==> config.mk <==
export PLATFORM = sky130hd
export DESIGN_NAME = cola_vend_ctrl
export DESIGN_NICKNAME = d
export VERILOG_FILES = /design/src/rtl/cola_vend_ctrl.sv
export SDC_FILE = /design/constraint.sdc
export NUM_CORES = 1
export LEC_CHECK = 0
export ABC_CLOCK_PERIOD_IN_PS = 8600
export BUFFER_PORTS_ARGS = -buffer_cell sky130_fd_sc_hd__buf_2
export CORE_AREA = 2 2 44 46
export CTS_CLUSTER_SIZE = 20
export DETAILED_ROUTE_END_ITERATION = 12
export DIE_AREA = 0 0 46 48
export PLACE_DENSITY = 0.76
export SLEW_MARGIN = 20
export SYNTH_ARGS = -nofsm -noshare
export SYNTH_HDL_FRONTEND = slang
export SYNTH_SLANG_ARGS = --single-unit
==> constraint.sdc <==
create_clock -name sys_clk -period 8.6 [get_ports sys_clk]
set_clock_uncertainty 0.15 [all_clocks]
set_input_delay 1.29 -clock sys_clk [delete_from_list [all_inputs] [get_ports sys_clk]]
set_output_delay 1.29 -clock sys_clk [all_outputs]
set_load 0.005 [all_outputs]
==> src/rtl/cola_vend_ctrl.sv <==
// Cola vending sequencer: coin credit, dispense req/ack handshake, change pulses.
// Optional COLLECT idle auto-refund is enabled by defining VEND_TIMEOUT_EN.
module cola_vend_ctrl #(
    parameter int PRICE    = 5,
    parameter int CREDIT_W = 4,
    parameter int TIMEOUT  = 50_000_000
) (
    input  logic                sys_clk,
    input  logic                sys_rst_n,
    input  logic                pi_money_half,
    input  logic                pi_money_one,
    input  logic                pi_cancel,
    input  logic                pi_vend_ack,
    output logic                po_vend_req,
    output logic                po_cola,
    output logic                po_change,
    output logic [CREDIT_W-1:0] po_credit,
    output logic                po_busy
);

    typedef enum logic [1:0] {
        S_IDLE    = 2'd0,
        S_COLLECT = 2'd1,
        S_VEND    = 2'd2,
        S_CHANGE  = 2'd3
    } state_t;

    localparam logic [CREDIT_W:0]   CREDIT_MAX = {1'b0, {CREDIT_W{1'b1}}};
    localparam logic [CREDIT_W:0]   PRICE_EXT  = (CREDIT_W + 1)'(PRICE);
    localparam logic [CREDIT_W-1:0] PRICE_C    = PRICE_EXT[CREDIT_W-1:0];
    localparam logic [CREDIT_W-1:0] ONE_C      = {{(CREDIT_W-1){1'b0}}, 1'b1};

    if (PRICE < 1 || PRICE > (2 ** CREDIT_W) - 4 || TIMEOUT < 1) begin : g_bad_param
        $error("cola_vend_ctrl: PRICE or TIMEOUT out of range");
    end

    state_t              state_q, state_d;
    logic                gap_q, gap_d;
    logic [CREDIT_W-1:0] credit_q, credit_d;
    logic                vend_req_d, cola_d, change_d, busy_d;

    logic [1:0]          coin_val;
    logic                coin_any;
    logic [CREDIT_W:0]   raw_sum;
    logic [CREDIT_W-1:0] sum;
    logic                reach_price;
    logic                to_fire;

    // half + 2*one, so both coins in one cycle give 3
    assign coin_val    = {pi_money_one, pi_money_half};
    assign coin_any    = |coin_val;
    assign raw_sum     = {1'b0, credit_q} + {{(CREDIT_W-1){1'b0}}, coin_val};
    assign sum         = (raw_sum > CREDIT_MAX) ? CREDIT_MAX[CREDIT_W-1:0]
                                                : raw_sum[CREDIT_W-1:0];
    assign reach_price = ({1'b0, sum} >= PRICE_EXT);

`ifdef VEND_TIMEOUT_EN
    localparam int TO_W = $clog2(TIMEOUT + 1);
    localparam logic [TO_W-1:0] TO_LAST = TO_W'(TIMEOUT - 1);

    logic [TO_W-1:0] to_cnt_q;

    assign to_fire = (state_q == S_COLLECT) && !coin_any && (to_cnt_q == TO_LAST);

    always_ff @(posedge sys_clk or negedge sys_rst_n) begin
        if (!sys_rst_n) begin
            to_cnt_q <= '0;
        end else if (state_q != S_COLLECT || state_d != S_COLLECT || coin_any) begin
            to_cnt_q <= '0;
        end else begin
            to_cnt_q <= to_cnt_q + 1'b1;
        end
    end
`else
    assign to_fire = 1'b0;
`endif

    always_comb begin
        state_d  = state_q;
        gap_d    = gap_q;
        credit_d = sum;
        cola_d   = 1'b0;
        change_d = 1'b0;
        case (state_q)
            S_IDLE: begin
                gap_d = 1'b0;
                if (coin_any) begin
                    if (reach_price) begin
                        state_d  = S_VEND;
                        credit_d = sum - PRICE_C;
                    end else begin
                        state_d = S_COLLECT;
                    end
                end
            end
            S_COLLECT: begin
                // a coin reaching PRICE beats a simultaneous cancel
                if (reach_price) begin
                    state_d  = S_VEND;
                    credit_d = sum - PRICE_C;
                end else if (pi_cancel || to_fire) begin
                    state_d = S_CHANGE;
                    gap_d   = 1'b0;
                end
            end
            S_VEND: begin
                if (pi_vend_ack) begin
                    cola_d = 1'b1;
                    gap_d  = 1'b0;
                    state_d = (sum != '0) ? S_CHANGE : S_IDLE;
                end
            end
            S_CHANGE: begin
                if (!gap_q) begin
                    change_d = 1'b1;
                    credit_d = sum - ONE_C;
                    gap_d    = 1'b1;
                    // last pulse goes straight to IDLE, no trailing gap
                    if (sum == ONE_C) begin
                        state_d = S_IDLE;
                    end
                end else begin
                    gap_d = 1'b0;
                end
            end
            default: begin
                state_d  = S_IDLE;
                credit_d = '0;
            end
        endcase
        vend_req_d = (state_d == S_VEND);
        busy_d     = (state_d == S_VEND) || (state_d == S_CHANGE);
    end

    always_ff @(posedge sys_clk or negedge sys_rst_n) begin
        if (!sys_rst_n) begin
            state_q     <= S_IDLE;
            gap_q       <= 1'b0;
            credit_q    <= '0;
            po_vend_req <= 1'b0;
            po_cola     <= 1'b0;
            po_change   <= 1'b0;
            po_busy     <= 1'b0;
        end else begin
            state_q     <= state_d;
            gap_q       <= gap_d;
            credit_q    <= credit_d;
            po_vend_req <= vend_req_d;
            po_cola     <= cola_d;
            po_change   <= change_d;
            po_busy     <= busy_d;
        end
    end

    assign po_credit = credit_q;

endmodule

======== Yosys cells after proc, flatten, opt, wreduce, memory -nomap -nowiden ========
Index checks and enable logic that the tools add are counted.
word-level totals
  flip-flop bits (word level) ............. 11
  input bits .............................. 6
  word-level logic and storage cells ...... 48
  output and inout bits ................... 8
cells by class
  order comparisons ....................... 2
  add/subtract/negate cells ............... 3
  reductions and logical operators ........ 5
  eq/ne operators ......................... 9
  mux-type cells .......................... 22
operators by type and width
  operator                                                                              count
  2-bit 2-to-1 mux                                                                      8
  4-bit 2-to-1 mux                                                                      4
  4-bit one-hot mux with 3 select lines                                                 1
  2-bit equality test (second input constant)                                           4
  2-bit one-hot mux with 4 select lines                                                 1
  1-bit 2-to-1 mux                                                                      7
  2-bit != test (second input constant)                                                 3
  4-bit by 2-bit adder with 5-bit output                                                1
  5-bit by 4-bit > comparator with 1-bit output (second input constant)                 1
  4-bit by 1-bit equality test with 1-bit output (second input constant)                1
  4-bit by 3-bit greater-or-equal comparator with 1-bit output (second input constant)  1
  1-bit one-hot mux with 4 select lines                                                 1
  4-bit nonzero test                                                                    1
  4-bit by 1-bit subtractor with 4-bit output (second input constant)                   1
  4-bit by 3-bit subtractor with 4-bit output (second input constant)                   1
  3-bit AND reduction                                                                   1
  2-bit by 1-bit equality test with 1-bit output (second input constant)                1
  2-bit zero test                                                                       1
  2-bit OR reduction                                                                    1
  1-bit logical OR                                                                      1

======== Logic depth before layout (Yosys ltp) ========
Gate-level depths: netlist of the first run.
  word-level depth ........................ 9
  gate-level depth with buffers ........... 11
  gate-level depth less buffers ........... 10

======== Least setup slack after synthesis of the first run ========
Ideal clock, no wire load.
  path type ............................... input -> register
  start point ............................. input pi_money_half
  end point ............................... register credit_q[1] (netlist: po_credit[1])
  stages on the path ...................... 11
  arrival time ............................ 3,738 ps
  path slack .............................. 4,633 ps
  library setup time ...................... 79 ps
  path buffers ............................ 1
  cells stage by stage .................... ha_1 > fa_1 > buf_6 > and3_2 > or2_2 > ha_1 > or3_1 > a21oi_2 > nand3_2 > a21oi_2 > mux2i_1
on the way
  word-level cells in the longest chain between the ends .. 7
ends and longest elaborated chain
  item                                                                                                                         line         text
  from (decl)                                                                                                                  10           input logic pi_money_half,
  4-bit by 2-bit adder with 5-bit output                                                                                       52           assign raw_sum = {1'b0, credit_q} + {{(CREDIT_W-1){1'b0}}, coin_val};
  5-bit by 4-bit > comparator with 1-bit output                                                                                53           assign sum = (raw_sum > CREDIT_MAX) ? CREDIT_MAX[CREDIT_W-1:0]
  4-bit 2-to-1 mux                                                                                                             53
  4-bit by 3-bit subtractor with 4-bit output or 4-bit by 3-bit greater-or-equal comparator with 1-bit output (tied branches)  90, 100, 55
  4-bit 2-to-1 mux                                                                                                             88, 98
  4-bit 2-to-1 mux                                                                                                             87           if (coin_any) begin
  4-bit one-hot mux with 3 select lines *                                                                                      84           case (state_q)
  net credit_d[1]                                                                                                              39           logic [CREDIT_W-1:0] credit_q, credit_d;
  to (signal assigned)                                                                                                         147          credit_q <= credit_d;
  to (decl)                                                                                                                    39
Mark *: on every way through the listed nets, which the timed path passes. The rest lies on a longest branch.
A chain may end at the register's enable or synchronous reset.

======== Final worst setup path of the first run ========
Ends and elaborated chain as after synthesis.

==> impl_metrics.env, run 1 <==
export IMPL_clk_latency_ns=0.26
export IMPL_grt_pass1_vias=597
export IMPL_yosys_area_share_simple_pct=23.59
export IMPL_hold_start="gap_q$_DFFE_PN0P_"
export IMPL_ys_seq_elements=10
export IMPL_port_buffer_count=13
export IMPL_synth_nets=94
export IMPL_irDropWorstVdd_mv=0.1982
export IMPL_combPwrFrac_pct=62.8
export IMPL_yosysWarnings=0
export IMPL_synth_edf_count=0
export IMPL_grt_pass1_wl_um=2677
export IMPL_clkSinkCount=10
export IMPL_place_congestion=0.8004
export IMPL_cts_tree="built"
export IMPL_cts_max_level=1
export IMPL_outcome="finished, final reports clean"
export IMPL_fin_nets=108
export IMPL_clock_fmax_ghz=0.2444
export IMPL_cts_buffer_depth=2
export IMPL_wl_per_cell_um=14.69
export IMPL_startpoint_type="input pin"
export IMPL_fin_crit_sh_pct=47.57
export IMPL_cp_required_ns=8.64
export IMPL_fill_cells=159
export IMPL_die_h_um=48
export IMPL_synth_top_area_share_pct=31.25
export IMPL_relSlewSlack_pct=67.55
export IMPL_crit_type="in2reg"
export IMPL_synth_ff_type="dfrtp_1"
export IMPL_dr_pass1_iters=4
export IMPL_vias_per_cell=6.219
export IMPL_p_leak_nw=0.4020
export IMPL_vias=709
export IMPL_drt_iter0_markers=29
export IMPL_synth_area_per_cell_sq_um=9.533
export IMPL_seq_area_frac_synth_pct=31.25
export IMPL_multi_input_area_sq_um=490.5
export IMPL_finish_utilization_pct=52.22
export IMPL_grt_setup_unrepaired="no"
export IMPL_maxSlewViolCount=0
export IMPL_gr_total_overflow=0
export IMPL_clockRootBuffer="clkbuf_4"
export IMPL_antenna_found_initial=0
export IMPL_tightestPinTransition_ns=0.4849
export IMPL_startpoint="pi_money_half"
export IMPL_cts_resized=0
export IMPL_seq_area_sq_um=250.2
export IMPL_grt_max_degree=13
export IMPL_std_cell_rows=15
export IMPL_dp_hpwl_um=1261
export IMPL_p_sw_mw=0.1881
export IMPL_synth_compound_area_share_pct=27.03
export IMPL_syn_area_sq_um=800.8
export IMPL_fp_dieW_um=46
export IMPL_synthMuxAreaShare_pct=1.250
export IMPL_netlist_cell_type_count=47
export IMPL_grt_total_usage_pct=17.39
export IMPL_synth_area_top_cells="dfrtp_1, ha_1, o21ai_0"
export IMPL_synthCells=84
export IMPL_hold_path_class="reg2reg"
export IMPL_endpoint_kind="flop"
export IMPL_postSynth_asyncResetShare_pct=100.0
export IMPL_critPathMaxFanout=10
export IMPL_min_period_ns=4.091
export IMPL_numCtsBuffers=3
export IMPL_p_per_area_nw_per_um2=446.3
export IMPL_die_area_sq_um=2208
export IMPL_start_util_pct=47.41
export IMPL_swShare_pct=47.78
export IMPL_post_cts_buffers=0
export IMPL_hold_violations=0
export IMPL_ant_nets=0
export IMPL_wl_um=1675
export IMPL_synthAdderAreaFrac_pct=7.187
export IMPL_setup_violations=0
export IMPL_cts_hold_buf=0
export IMPL_io_pins=14
export IMPL_synth_xor_area_share_pct=2.188
export IMPL_seqPwrFrac_pct=26.5
export IMPL_drive_gt1_share_pct=28.87
export IMPL_power_frac_clock_pct=10.7
export IMPL_synth_top_family_by_area="compound AO/OA/AOI/OAI gates"
export IMPL_fin_tns_setup_ns=0
export IMPL_internal_power_mw=0.2056
export IMPL_drc=0
export IMPL_cap_violations=0
export IMPL_areaGrowthSynthToFinish_pct=10.16
export IMPL_path_clk_slew_ns=0.07
export IMPL_cp_arrival_ns=4.13
export IMPL_num_antenna_cells=0
export IMPL_core_sq_um=1689
export IMPL_synth_largest_area_cell="dfrtp_1"
export IMPL_timing_rr_start="po_credit[0]$_DFF_PN0_"
==> layout make-up <==
class	instances	area share, %
tap	17	2.411
sequential	10	28.37
inverter	5	2.128
multi-input combinational	65	55.60
timing repair buffer	13	7.376
clock buffer	4	4.113
==> worst paths after layout <==
kind	endpoint	slack [ns]	cells after the start
max	po_credit[1]$_DFF_PN0_	4.51	11
min	gap_q$_DFFE_PN0P_	0.51	2
max reg2reg	po_credit[1]$_DFF_PN0_	5.28	10
min reg2reg	gap_q$_DFFE_PN0P_	0.51	2
max in group asynchronous	po_credit[3]$_DFF_PN0_	7.39	1
min in group asynchronous	state_q[0]$_DFF_PN0_	0.72	1
==> cells in the mapped netlist, types with 2 or more instances <==
master    instances
dfrtp_1          10
nor2_1            3
a21oi_2           2
nand2_1           5
nor2b_1           2
o21ai_0           7
ha_1              3
or2_2             2
a21oi_1           3
o211ai_1          2
a21o_1            2
inv_1             5
nor3_1            2
buf_6             3
==> state kept, by name, indices dropped and copies added, names as in the netlist <==
name / flops
po_change: 1
po_cola: 1
po_vend_req: 1
state_q: 1
po_busy: 1
po_credit: 4
gap_q: 1
==> critical path, stage by stage <==
cell	delay, ns
buf_2	0.11
ha_1	0.23
fa_1	0.55
and3_2	0.31
or2_2	0.30
ha_1	0.21
or3_1	0.37
a21oi_2	0.17
nand3_2	0.17
a21oi_2	0.23
mux2i_1	0.19
==> routing by layer <==
metal / wire length (um) / global-route usage [%] / up-vias
li1: - / - / 342
met1: 778 / 22.62 / 339
met2: 785 / 27.50 / 24
met3: 70 / 2.642 / 4
met4: 41 / 9.714 / 0
met5: 0 / 0 / -
==> cell usage in the layout (no fill, tap or decap), types with 2 or more instances in the layout <==
cell type  instances
nor3_1             2
o21ai_0            7
a21o_1             2
a21oi_1            3
o211ai_1           2
dfrtp_1           10
or2_2              2
a21oi_2            2
nor2b_1            2
inv_1              5
nand2_1            5
ha_1               3
nor2_1             3
buf_2             13
clkbuf_4           3
==> per-stage QoR <==
step / cell area [sq um] / setup WS [ns] / instances / power [mW] / hold WS, ns
global placement: 845.8 / 4.300 / 110 / 0.3438 / 0.4964
detailed placement: 845.8 / 4.237 / 110 / 0.3492 / 0.5123
CTS: 882.1 / 4.507 / 114 / 0.3923 / 0.5214
finish: 882.1 / 4.509 / 114 / 0.3937 / 0.5145
floorplan: 800.8 / 4.633 / 84 / 0.3037 / 0.4318
global route: 882.1 / 4.338 / 114 / 0.4305 / 0.5607
==> power by group through the flow <==
| stage | sequential [mW] | clock (mW) | combinational (mW) |
|---|---|---|---|
| CTS | 0.104 | 0.0432 | 0.245 |
| finish | 0.104 | 0.0423 | 0.247 |
| global route | 0.109 | 0.0452 | 0.276 |
| detailed placement | 0.105 | 0 | 0.244 |
| floorplan | 0.0882 | 0 | 0.216 |
| global placement | 0.104 | 0 | 0.239 |
==> kinds of logic after synthesis <==
family,count (synthesis)
simple gates,30
compound gates,28
flops,10
buf+inv,9
fa+ha+maj,4
xor+xnor,2
mux,1
Note: power is estimated with default switching activity, not from simulation.
==> run 2, diff against run 1 <==
- ABC_CLOCK_PERIOD_IN_PS: 8600 -> 3750
- PLACE_DENSITY: 0.76 -> 0.79
- clock period: 8.6 -> 3.75 ns (I/O delays scaled with it)
==> run 2 against run 1 <==
Critical path depth stayed put. Via count shrank 1.1%. Cell count rose by 1.8%. Core utilization increased by 1.0 points. Highest routed layer unchanged. Power rose by 130%. Routed wire length increased by 1.9%. Non-clock buffer count up 2. First-iteration DRC count down 52%. Final area rose by 2.0%. Combinational power increased by 130%.
==> impl_metrics.env, run 2 (synthesis gave the netlist of run 1 again) <==
export IMPL_outcome="finished, final reports clean"
export IMPL_cts_max_level=1
export IMPL_std_cell_rows=15
export IMPL_final_cell_area_sq_um=899.6
export IMPL_antenna_found_initial=0
export IMPL_wl_met1_um=792
export IMPL_combPwrFrac_pct=62.6
export IMPL_critPathMaxFanout=5
export IMPL_wl_met2_um=849
export IMPL_holdWs_ns=0.4084
export IMPL_slowest_delay_ns=0.39
export IMPL_tightestPinTransition_ns=0.5892
export IMPL_p_total_mw=0.9056
export IMPL_dp_hpwl_um=1280
export IMPL_cp_buffers_inverters=1
export IMPL_cts_tree="built"
export IMPL_finish_utilization_pct=53.26
export IMPL_layout_commonest_cell="buf_2"
export IMPL_clkSinkCount=10
export IMPL_grt_total_usage_pct=18.50
export IMPL_path_clk_slew_ns=0.07
export IMPL_clock_fmax_ghz=0.3187
export IMPL_fin_nets=110
export IMPL_routed_wl_met3_um=42
export IMPL_p_sw_mw=0.4305
export IMPL_grt_pass1_vias=667
export IMPL_irDropWorstVdd_mv=0.4575
export IMPL_p_per_area_nw_per_um2=1007
export IMPL_clockRootBuffer="clkbuf_4"
export IMPL_crit_family="simple AND/OR/NAND/NOR gates"
export IMPL_vias_per_cell=6.043
export IMPL_fin_tns_setup_ns=0
export IMPL_cp_required_ns=3.79
export IMPL_internal_power_mw=0.4751
export IMPL_die_h_um=48
export IMPL_place_congestion=0.9179
export IMPL_power_frac_clock_pct=11.0
export IMPL_startpoint_type="input pin"
export IMPL_areaGrowthSynthToFinish_pct=12.34
export IMPL_endpoint_kind="flop"
export IMPL_placed_cell_area_sq_um=853.3
export IMPL_start_util_pct=47.41
export IMPL_largest_reg_flops=4
export IMPL_gr_total_overflow=0
export IMPL_cp_arrival_ns=3.18
export IMPL_dr_pass1_iters=4
export IMPL_layout_common_cells="buf_2, dfrtp_1, o21ai_0"
export IMPL_io_pins=14
export IMPL_cts_buffer_depth=2
export IMPL_relSlewSlack_pct=60.57
export IMPL_hold_path_class="in2reg"
export IMPL_critical_path_slowest_cell="fa_1"
export IMPL_cap_violations=0
export IMPL_crit_type="in2reg"
export IMPL_die_area_sq_um=2208
export IMPL_maxSlewViolCount=0
export IMPL_grt_max_degree=13
export IMPL_num_antenna_cells=0
export IMPL_grt_pass1_wl_um=2849
export IMPL_core_sq_um=1689
export IMPL_drive_gt1_share_pct=29.29
export IMPL_p_leak_nw=0.4111
export IMPL_hold_violations=0
export IMPL_numCtsBuffers=3
export IMPL_vias=701
export IMPL_swShare_pct=47.54
export IMPL_fill_cells=169
export IMPL_drt_iter0_markers=14
export IMPL_cts_resized=0
export IMPL_port_buffer_count=13
export IMPL_wl_um=1706
export IMPL_crit_chain="buf_2 -> ha_1 -> fa_1 -> and3_2 -> or2_2 -> ha_1 -> or3_1 -> a21oi_2 -> nand3_2 -> a21oi_2 -> mux2i_1"
export IMPL_wl_per_cell_um=14.71
export IMPL_drc=0
export IMPL_setup_violations=0
export IMPL_fin_crit_sh_pct=83.67
export IMPL_top_layer="met4"
export IMPL_ant_nets=0
export IMPL_fp_dieW_um=46
export IMPL_grt_setup_unrepaired="no"
export IMPL_seqPwrFrac_pct=26.4
export IMPL_clk_latency_ns=0.27
export IMPL_min_period_ns=3.137
## run 2: worst paths after layout
| check | start | to | slack, ns | cells after the start |
|---|---|---|---|---|
| worst max-delay path | pi_money_half | po_credit[1]$_DFF_PN0_ | 0.61 | 11 |
| worst min-delay path | pi_vend_ack | po_cola$_DFF_PN0_ | 0.41 | 3 |
| worst max register to register | po_credit[0]$_DFF_PN0_ | po_credit[1]$_DFF_PN0_ | 0.64 | 10 |
| worst min register to register | gap_q$_DFFE_PN0P_ | gap_q$_DFFE_PN0P_ | 0.51 | 2 |
| max in group asynchronous | sys_rst_n | po_credit[1]$_DFF_PN0_ | 2.72 | 2 |
| min in group asynchronous | sys_rst_n | po_busy$_DFF_PN0_ | 0.53 | 2 |
## run 2: tightest hold or removal path, stage by stage
cell     delay [ns]
buf_2          0.10
nand2_1        0.08
inv_1          0.05
## run 2: final cells by class
type / instances / area [sq um] / share of cell area (%)
Multi-Input combinational cell: 65 / 490.5 / 54.52
Timing Repair Buffer: 15 / 82.58 / 9.179
Inverter: 5 / 18.77 / 2.086
Sequential cell: 10 / 250.2 / 27.82
Clock buffer: 4 / 36.28 / 4.033
Tap cell: 17 / 21.27 / 2.364
## run 2: stage by stage
stage          std cells  setup slack (ns)
3_5_place_dp         111            0.3372
6_report             116            0.6125
2_1_floorplan         84            0.5105
3_3_place_gp         111            0.3807
4_1_cts              116            0.6191
5_1_grt              116            0.4797
## run 2: metal layers
metal	vias up	track usage (%)
met3	2	2.264
met1	342	22.45
met5	-	0
li1	343	-
met2	14	30.83
met4	0	12.00
## run 2: power by group through the flow
stage	sequential, mW	combinational, mW	clock [mW]
2_1_floorplan	0.202	0.494	0
3_3_place_gp	0.240	0.551	0
3_5_place_dp	0.241	0.565	0
4_1_cts	0.238	0.567	0.103
5_1_grt	0.249	0.635	0.109
6_report	0.239	0.567	0.0996
## run 2: repair_timing
action,CTS,global route
endpoints found under the hold margin,10,0
setup buffers,0,0
endpoints found under the setup margin,0,0
hold buffers,1,0
